**config.mk**
```make
export PLATFORM = sky130hd
export DESIGN_NAME = tap_delay_buffer
export DESIGN_NICKNAME = d
export VERILOG_FILES = /design/src/rtl/tap_delay_buffer_pkg.sv /design/src/rtl/tap_delay_ram.sv /design/src/rtl/tap_delay_buffer.sv
export SDC_FILE = /design/constraint.sdc
export NUM_CORES = 2
export LEC_CHECK = 0
export CAP_MARGIN = 15
export CELL_PAD_IN_SITES_DETAIL_PLACEMENT = 1
export CELL_PAD_IN_SITES_GLOBAL_PLACEMENT = 2
export CORE_MARGIN = 2
export CORE_UTILIZATION = 50
export CTS_BUF_LIST = sky130_fd_sc_hd__clkbuf_16
export DETAILED_ROUTE_END_ITERATION = 8
export PLACE_DENSITY_LB_ADDON = 0.1
export SLEW_MARGIN = 20
export SYNTH_ARGS = -nofsm -noshare
export SYNTH_HDL_FRONTEND = slang
export SYNTH_SLANG_ARGS = --single-unit
```
**constraint.sdc**
```tcl
create_clock -name clk -period 4.05 [get_ports clk]
set_input_delay 1.0125 -clock clk [delete_from_list [all_inputs] [get_ports clk]]
set_output_delay 1.0125 -clock clk [all_outputs]
set_load 0.01 [all_outputs]
```
**src/rtl/tap_delay_buffer_pkg.sv**
```systemverilog
// Shared constants and FSM encoding for the tap delay buffer and its FIR neighbours.
// The FIR coefficient ROM and MAC use the same default widths and depth.
package tap_delay_buffer_pkg;

    localparam int DEFAULT_DATA_BITS      = 16;
    localparam int DEFAULT_CHANNELS       = 2;
    localparam int DEFAULT_NUMBER_OF_TAPS = 64;

    typedef enum logic [1:0] {
        ST_CLEAR = 2'd0,
        ST_IDLE  = 2'd1,
        ST_SWEEP = 2'd2
    } state_t;

    // Keeps the channel tag at least one bit wide so single-channel builds stay legal.
    function automatic int chan_bits(input int channels);
        return (channels > 1) ? $clog2(channels) : 1;
    endfunction

endpackage

```
**src/rtl/tap_delay_ram.sv**
```systemverilog
// Simple dual-port sample history RAM: one synchronous write port, one registered read port.
// The array has no reset so it maps onto block RAM.
module tap_delay_ram #(
    parameter int WIDTH     = 32,
    parameter int DEPTH     = 64,
    parameter int ADDR_BITS = 6
) (
    input  logic                 clk,
    input  logic                 wr_en,
    input  logic [ADDR_BITS-1:0] wr_addr,
    input  logic [WIDTH-1:0]     wr_data,
    input  logic                 rd_en,
    input  logic [ADDR_BITS-1:0] rd_addr,
    output logic [WIDTH-1:0]     rd_data
);

    logic [WIDTH-1:0] mem [DEPTH];
    logic [WIDTH-1:0] rd_data_reg;

    always_ff @(posedge clk) begin
        if (wr_en) begin
            mem[wr_addr] <= wr_data;
        end
        if (rd_en) begin
            rd_data_reg <= mem[rd_addr];
        end
    end

    assign rd_data = rd_data_reg;

endmodule

```
**src/rtl/tap_delay_buffer.sv**
```systemverilog
// Multi-channel RAM-backed sample history; each accepted frame triggers a newest-first tap sweep.
// Define TAP_DELAY_BUFFER_CLEAR_EN to zero the history after every reset.
module tap_delay_buffer
    import tap_delay_buffer_pkg::*;
#(
    parameter int DATA_BITS      = DEFAULT_DATA_BITS,
    parameter int CHANNELS       = DEFAULT_CHANNELS,
    parameter int NUMBER_OF_TAPS = DEFAULT_NUMBER_OF_TAPS,
    parameter int ADDR_BITS      = $clog2(NUMBER_OF_TAPS),
    parameter int CHAN_BITS      = chan_bits(CHANNELS)
) (
    input  logic                          clk,
    input  logic                          rst,
    input  logic                          in_valid,
    output logic                          in_ready,
    input  logic [CHANNELS*DATA_BITS-1:0] in_data,
    output logic                          out_valid,
    output logic [DATA_BITS-1:0]          out_data,
    output logic [CHAN_BITS-1:0]          out_chan,
    output logic [ADDR_BITS-1:0]          out_tap,
    output logic                          out_first,
    output logic                          out_last
);

    localparam int                   WORD_BITS = CHANNELS * DATA_BITS;
    localparam logic [ADDR_BITS-1:0] LAST_TAP  = ADDR_BITS'(NUMBER_OF_TAPS - 1);
    localparam logic [CHAN_BITS-1:0] LAST_CHAN = CHAN_BITS'(CHANNELS - 1);
`ifdef TAP_DELAY_BUFFER_CLEAR_EN
    localparam state_t RESET_STATE = ST_CLEAR;
`else
    localparam state_t RESET_STATE = ST_IDLE;
`endif

    state_t               state_reg, state_next;
    logic [ADDR_BITS-1:0] wr_ptr_reg, newest_ptr_reg, tap_reg;
    logic [CHAN_BITS-1:0] chan_reg;
`ifdef TAP_DELAY_BUFFER_CLEAR_EN
    logic [ADDR_BITS-1:0] clear_addr_reg;
`endif
    logic                 accept, issue, sweep_done;
    logic                 ram_wr_en;
    logic [ADDR_BITS-1:0] ram_wr_addr, ram_rd_addr;
    logic [WORD_BITS-1:0] ram_wr_data, ram_rd_data;
    logic                 valid_reg, first_reg, last_reg;
    logic [CHAN_BITS-1:0] out_chan_reg;
    logic [ADDR_BITS-1:0] out_tap_reg;
    logic [DATA_BITS-1:0] chan_words [CHANNELS];

    assign sweep_done  = (chan_reg == LAST_CHAN) && (tap_reg == LAST_TAP);
    assign ram_rd_addr = newest_ptr_reg - tap_reg;

    always_ff @(posedge clk) begin
        if (rst) begin
            state_reg <= RESET_STATE;
        end else begin
            state_reg <= state_next;
        end
    end

    always_comb begin
        state_next = state_reg;
        case (state_reg)
`ifdef TAP_DELAY_BUFFER_CLEAR_EN
            ST_CLEAR: if (clear_addr_reg == LAST_TAP) state_next = ST_IDLE;
`else
            ST_CLEAR: state_next = ST_IDLE;
`endif
            ST_IDLE:  if (accept) state_next = ST_SWEEP;
            ST_SWEEP: if (sweep_done) state_next = ST_IDLE;
            default:  state_next = ST_IDLE;
        endcase
    end

    // rst gates in_ready so a frame offered during reset is never taken.
    always_comb begin
        in_ready    = (state_reg == ST_IDLE) && !rst;
        accept      = in_valid && in_ready;
        issue       = (state_reg == ST_SWEEP);
        ram_wr_en   = accept;
        ram_wr_addr = wr_ptr_reg;
        ram_wr_data = in_data;
`ifdef TAP_DELAY_BUFFER_CLEAR_EN
        if (state_reg == ST_CLEAR) begin
            ram_wr_en   = 1'b1;
            ram_wr_addr = clear_addr_reg;
            ram_wr_data = '0;
        end
`endif
    end

    always_ff @(posedge clk) begin
        if (rst) begin
            wr_ptr_reg     <= '0;
            newest_ptr_reg <= '0;
            tap_reg        <= '0;
            chan_reg       <= '0;
`ifdef TAP_DELAY_BUFFER_CLEAR_EN
            clear_addr_reg <= '0;
`endif
        end else begin
`ifdef TAP_DELAY_BUFFER_CLEAR_EN
            if (state_reg == ST_CLEAR) begin
                clear_addr_reg <= clear_addr_reg + ADDR_BITS'(1);
            end
`endif
            if (accept) begin
                newest_ptr_reg <= wr_ptr_reg;
                wr_ptr_reg     <= wr_ptr_reg + ADDR_BITS'(1);
                tap_reg        <= '0;
                chan_reg       <= '0;
            end else if (issue) begin
                tap_reg <= tap_reg + ADDR_BITS'(1);
                if (tap_reg == LAST_TAP) begin
                    chan_reg <= chan_reg + CHAN_BITS'(1);
                end
            end
        end
    end

    // Tags ride one stage behind the read issue to line up with the registered RAM output.
    always_ff @(posedge clk) begin
        if (rst) begin
            valid_reg    <= 1'b0;
            out_chan_reg <= '0;
            out_tap_reg  <= '0;
            first_reg    <= 1'b0;
            last_reg     <= 1'b0;
        end else begin
            valid_reg    <= issue;
            out_chan_reg <= issue ? chan_reg : '0;
            out_tap_reg  <= issue ? tap_reg : '0;
            first_reg    <= issue && (chan_reg == '0) && (tap_reg == '0);
            last_reg     <= issue && sweep_done;
        end
    end

    tap_delay_ram #(
        .WIDTH     (WORD_BITS),
        .DEPTH     (NUMBER_OF_TAPS),
        .ADDR_BITS (ADDR_BITS)
    ) u_ram (
        .clk     (clk),
        .wr_en   (ram_wr_en),
        .wr_addr (ram_wr_addr),
        .wr_data (ram_wr_data),
        .rd_en   (issue),
        .rd_addr (ram_rd_addr),
        .rd_data (ram_rd_data)
    );

    for (genvar gi = 0; gi < CHANNELS; gi++) begin : g_chan_slice
        assign chan_words[gi] = ram_rd_data[gi*DATA_BITS +: DATA_BITS];
    end

    // The RAM word has no reset, so data is forced to zero between beats.
    assign out_data  = valid_reg ? chan_words[out_chan_reg] : '0;
    assign out_valid = valid_reg;
    assign out_chan  = out_chan_reg;
    assign out_tap   = out_tap_reg;
    assign out_first = first_reg;
    assign out_last  = last_reg;

endmodule

```
; Yosys cells after proc, flatten, opt, wreduce, memory -nomap -nowiden
; Memories as Yosys holds them, arrays and structs flattened. A register that Yosys moved wholly into a read port is not among the register bits.
; Cells that the tools add are included.
; Widths: inputs -> output; s select.
[totals]
out_inout_bits = 27
n_memories = 1
in_bits = 35
elab_cells = 45
ff_bits = 31
mem_bits_rw = 2048
[classes]
magnitude_cmp = 1
n_reduce_logical = 12
eq_ne = 5
mux = 9
bitwise = 3
add_sub_neg = 4
[memory_table]
columns = name, words, width, read_ports, rd_ports_with_merged_regs, wr, line_no
row1 = u_ram.mem, 64, 32, 1, 1, 1, tap_delay_ram.sv:17  ; logic [WIDTH-1:0] mem [DEPTH];
[ops]
columns = op, n
row1 = $mux 16, 4
row2 = $add 6x1->6 const B, 2
row3 = $eq 6x6->1 const B, 1
row4 = $logic_and 1x1->1, 6
row5 = $logic_not 6->1, 1
row6 = $sub 6x6->6, 1
row7 = $mux 2, 2
row8 = $pmux 2 s2, 1
row9 = $reduce_and 2->1, 2
row10 = $reduce_or 2->1, 2
row11 = $eq 2x1->1 const B, 1
row12 = $eq 2x2->1 const B, 1
row13 = $ge 2x2->1 const B, 1
row14 = $mux 1, 2
row15 = $ne 2x1->1 const B, 1
row16 = $ne 2x2->1 const B, 1
row17 = $not 1->1, 2
row18 = $not 1->2, 1
row19 = $add 1x1->1 const B, 1
row20 = $logic_not 1->1, 1

; Depth between registers and ports, before layout
[depth]
word_depth = 5
mapped_depth = 12
mapped_depth_nobuf = 10

; Cells and area by module
; A second synthesis with hierarchy kept.
[unflattened]
cells_unflattened = 3499
hier_area_um2 = 80453.4
[by_module_without_submodules]
columns = mod, cells_per_inst, area_per_inst_um2, n_inst
row1 = tap_delay_ram, 3324, 78835.6, 1
row2 = tap_delay_buffer, 175, 1617.8, 1

; Worst setup path before layout
; No wires, ideal clock.
[synth_path]
kind = input to register
startpoint = input rst
endpoint = memory u_ram.mem[59][0], enable pin
path_slack_ns = -0.027
n_path_buf = 1
arrival_ns = 3.656
required_ns = 3.629
path_stages = 6
cell_sequence = nor3b_1 > and2_1 > clkbuf_1 > nor2b_1 > nand3_1 > nor2_1
[synth_via]
elab_chain_len = 5
[synth_lines]
columns = item, line_no
row1 = from (decl), tap_delay_buffer.sv:13  ; input logic rst,
row2 = $logic_not 1->1, tap_delay_buffer.sv:76  ; in_ready = (state_reg == ST_IDLE) && !rst;
row3 = $logic_and 1x1->1, tap_delay_buffer.sv:76
row4 = $logic_and 1x1->1, tap_delay_buffer.sv:77  ; accept = in_valid && in_ready;
row5 = $mux 1, tap_delay_ram.sv:21  ; if (wr_en) begin
row6 = $mux 1 (implied by the code), tap_delay_ram.sv:22  ; mem[wr_addr] <= wr_data;
row7 = to (decl), tap_delay_ram.sv:17
; No other way between the ends.

; Final worst setup path
[layout_path]
startpoint = register out_chan_reg (netlist: out_chan)
endpoint = output out_data[8]
[layout_via]
elab_chain_len = 5
[layout_lines]
columns = item, line_no
row1 = from (decl), tap_delay_buffer.sv:45  ; logic [CHAN_BITS-1:0] out_chan_reg;
row2 = from (signal assigned), tap_delay_buffer.sv:130  ; out_chan_reg <= issue ? chan_reg : '0;
row3 = $not 1->2 (implied by the code), tap_delay_buffer.sv:156  ; assign out_data = valid_reg ? chan_words[out_chan_reg] : '0;
row4 = $mux 16 (implied by the code) (3 in a row), tap_delay_buffer.sv:156
row5 = $mux 16, tap_delay_buffer.sv:156
row6 = to (decl), tap_delay_buffer.sv:18  ; output logic [DATA_BITS-1:0] out_data,
; No other way between the ends. The select of a mux whose other input is x is not followed.

==> results_dict.tcl <==
set metrics [dict create \
    outcome "finished, final reports clean" \
    yosys_register_bits 2111 \
    largest_reg_flops 2048 \
    end_kind "primary output" \
    synth_cell_type_count 45 \
    wl_um 229000 \
    coreArea_um2 161000 \
    period_minus_slack_ps 3990 \
    viasPerCell 6.28 \
    max-vdd-ir-drop_mv 0.460 \
    start_util 0.504 \
    drtIter0Drc 4875 \
    gp_congestion 0.824 \
    cts_resized 5 \
    clk_pin_slew_worst_paths_ps 60 \
    fin_skew_ps 22.2 \
    cts_tree "built" \
    post-route-period-util 0.985 \
    synth_area_per_cell_um2 20.8 \
    cap_violations 0 \
    postCtsSetupBuffers 0 \
    required_ps 3040 \
    numPortBuffers 61 \
    grtUsageTotal 0.283 \
    syn_to_final_growth_pct 15.9 \
    antenna_found_initial 7 \
    worstPathMaxFanout 11 \
    yosysWarningCount 0 \
    p_sw_mw 9.65 \
    max_clock_freq_mhz 251 \
    die_height_um 406 \
    synthFlopType "edfxtp_1" \
    power_frac_seq 0.528 \
    switching_share 0.212 \
    dp_hpwl_um 138000 \
    use_met2 0.459 \
    numCtsBuffers 215 \
    grt_overflow 0 \
    layout-drive-gt1-share 0.275 \
    numClockSinks 2111 \
    cp-start-kind "flip-flop" \
    firstDrtPassIters 5 \
    gr-usage-met1 0.400 \
    hp-class "flip-flop to flip-flop" \
    cts_hold_buf 0 \
    busiest_layer "met2" \
    finalNonFillerCells 6547 \
    synth_seq_area_share 0.780 \
    drc 0 \
    vias 41103 \
    crit_arrival_ps 2980 \
    grt_pass1_wl_um 327000 \
    synthArstFlopShare 0 \
    synth_edf_count 2080 \
    setup_violations 0 \
    clockBufferDepth 3 \
    whs_ps 496 \
    clk_latency_ps 850 \
    rows 147 \
    die_width_um 406 \
    ctsRootBufferMaster "clkbuf_16" \
    fin_nets 4251 \
    postSynthCellCount 3888 \
    slew_violations 0 \
    worst_pin_slew_ps 1160 \
    io_pins 62 \
    ant_nets 0 \
    slew_headroom 0.226 \
    dieArea_um2 165000 \
    grtUsageMet3 0.0492 \
    clockPowerShare 0.424 \
    grt_max_degree 75 \
    syn-cell-area_um2 80900 \
    post_drt_wl_per_cell_um 35.0 \
    place_inst 6149 \
    combPwrFrac 0.048 \
    tns_ps 0 \
    rsz0062_at_grt "no" \
    cts_htree_levels 4 \
    synthesis.nets 3932 \
    hold_viol_final 0 \
    p_int_mw 35.9 \
    p_leak_nw 30.3 \
    grt_pass1_vias 43445 \
    critPathKind "flip-flop to primary output" \
    power.density_nw_per_um2 486 \
]
-- cells in the final DEF, fill, tap and decap left out, types with 8 or more instances in the layout --
cell / netlist / layout
bufinv_16: 0 / 21
buf_4: 0 / 187
and2_1: 8 / 8
clkinv_2: 0 / 37
nand4_1: 93 / 93
nand3_1: 374 / 374
clkbuf_16: 0 / 219
nor2_1: 120 / 56
buf_12: 0 / 94
dfxtp_1: 31 / 30
nor2_4: 0 / 64
mux2i_1: 22 / 17
clkinv_1: 0 / 49
a21oi_1: 10 / 10
edfxtp_1: 2080 / 2080
buf_2: 81 / 24
o22ai_1: 30 / 30
nand2_1: 273 / 273
nor2b_1: 22 / 21
mux4_2: 512 / 512
inv_1: 9 / 56
clkdlybuf4s50_1: 0 / 29
-- critical path, stage by stage (launching register included) --
cell	delay [ps]
dfxtp_2	590
buf_12	230
mux2i_2	630
nor2b_1	120
clkdlybuf4s50_1	530
-- Yosys cell counts, drive strengths merged (3+ instances only) --
cell type  instances  area, µm²
edfxtp          2080      62500
mux4             512      11500
nand3            374       1870
nand2            273       1020
clkbuf           133        499
nor2             120        450
buf               99        473
nand4             93        582
dfxtp             31        621
o22ai             30        188
mux2i             23        243
nor2b             22        138
a21oi             12       67.6
inv                9       33.8
xnor2              9       93.8
and2               8       50.1
ha                 8        100
nor4               7       73.8
o21ai              7       35.0
xor2               6       60.1
or3                4       25.0
a211oi             3       32.5
a32oi              3       26.3
mux2               3       33.8
nand2b             3       18.8
-- stage by stage --
| stage | setup WS [ps] | power [mW] | util | cell area, µm² |
|---|---|---|---|---|
| 2_1_floorplan | -27.2 | 25.6 | - | 80900 |
| 3_3_place_gp | 221 | 26.6 | 0.541 | 86800 |
| 3_5_place_dp | 225 | 26.7 | 0.541 | 86800 |
| 4_1_cts | 26.6 | 45.9 | 0.584 | 93700 |
| 5_1_grt | 37.6 | 46.7 | 0.584 | 93700 |
| 6_report | 59.6 | 45.6 | 0.584 | 93700 |
-- path summary, 6_finish.rpt --
kind,start,endpoint,slack (ps),depth (start not counted)
worst max-delay path,out_chan$_SDFF_PP0_,out_data[8],60,4
worst min-delay path,newest_ptr_reg[5]$_SDFFE_PP0P_,newest_ptr_reg[5]$_SDFFE_PP0P_,500,2
worst max register to register,tap_reg[0]$_SDFFE_PP0P_,u_ram.rd_data[9]$_DFFE_PP_,140,10
worst min register to register,newest_ptr_reg[5]$_SDFFE_PP0P_,newest_ptr_reg[5]$_SDFFE_PP0P_,500,2
-- routing by layer --
layer | up-vias | routed length [µm]
li1 | 16707 | -
met5 | - | 0
met1 | 22512 | 94900
met2 | 1606 | 113000
met3 | 278 | 15400
met4 | 0 | 5840
-- cell families (layout without fill, tap and decap cells) --
| group | after synthesis | after routing | synth area share |
|---|---|---|---|
| buffers and inverters | 241 | 737 | 0.0124 |
| and+or+nand+nor | 914 | 914 | 0.0532 |
| DFF | 2111 | 2111 | 0.780 |
| other | 0 | 3 | 0 |
| muxes | 538 | 538 | 0.146 |
| adders and majority gates | 9 | 9 | 0.00149 |
| AOI/OAI and AO/OA | 60 | 60 | 0.00478 |
| xor gates and xnor gates | 15 | 15 | 0.00190 |
-- power groups by stage --
stage / clock network, mW / registers [mW] / logic [mW]
floorplan: 0 / 24.5 / 1.09
global placement: 0 / 24.5 / 2.13
detailed placement: 0 / 24.5 / 2.19
CTS: 19.6 / 24.1 / 2.19
global route: 20.4 / 24.0 / 2.31
finish: 19.3 / 24.1 / 2.17
-- area by class of cell --
cell class	count	area, µm²
inverter	9	33.8
timing repair buffer	334	3700
clock buffer	219	5480
fill	13392	66800
clock inverter	175	1360
multi-input combinational	1536	17400
tap	2160	2700
sequential	2111	63100
antenna	3	7.51
No activity file was read; power rests on OpenSTA's default activity.
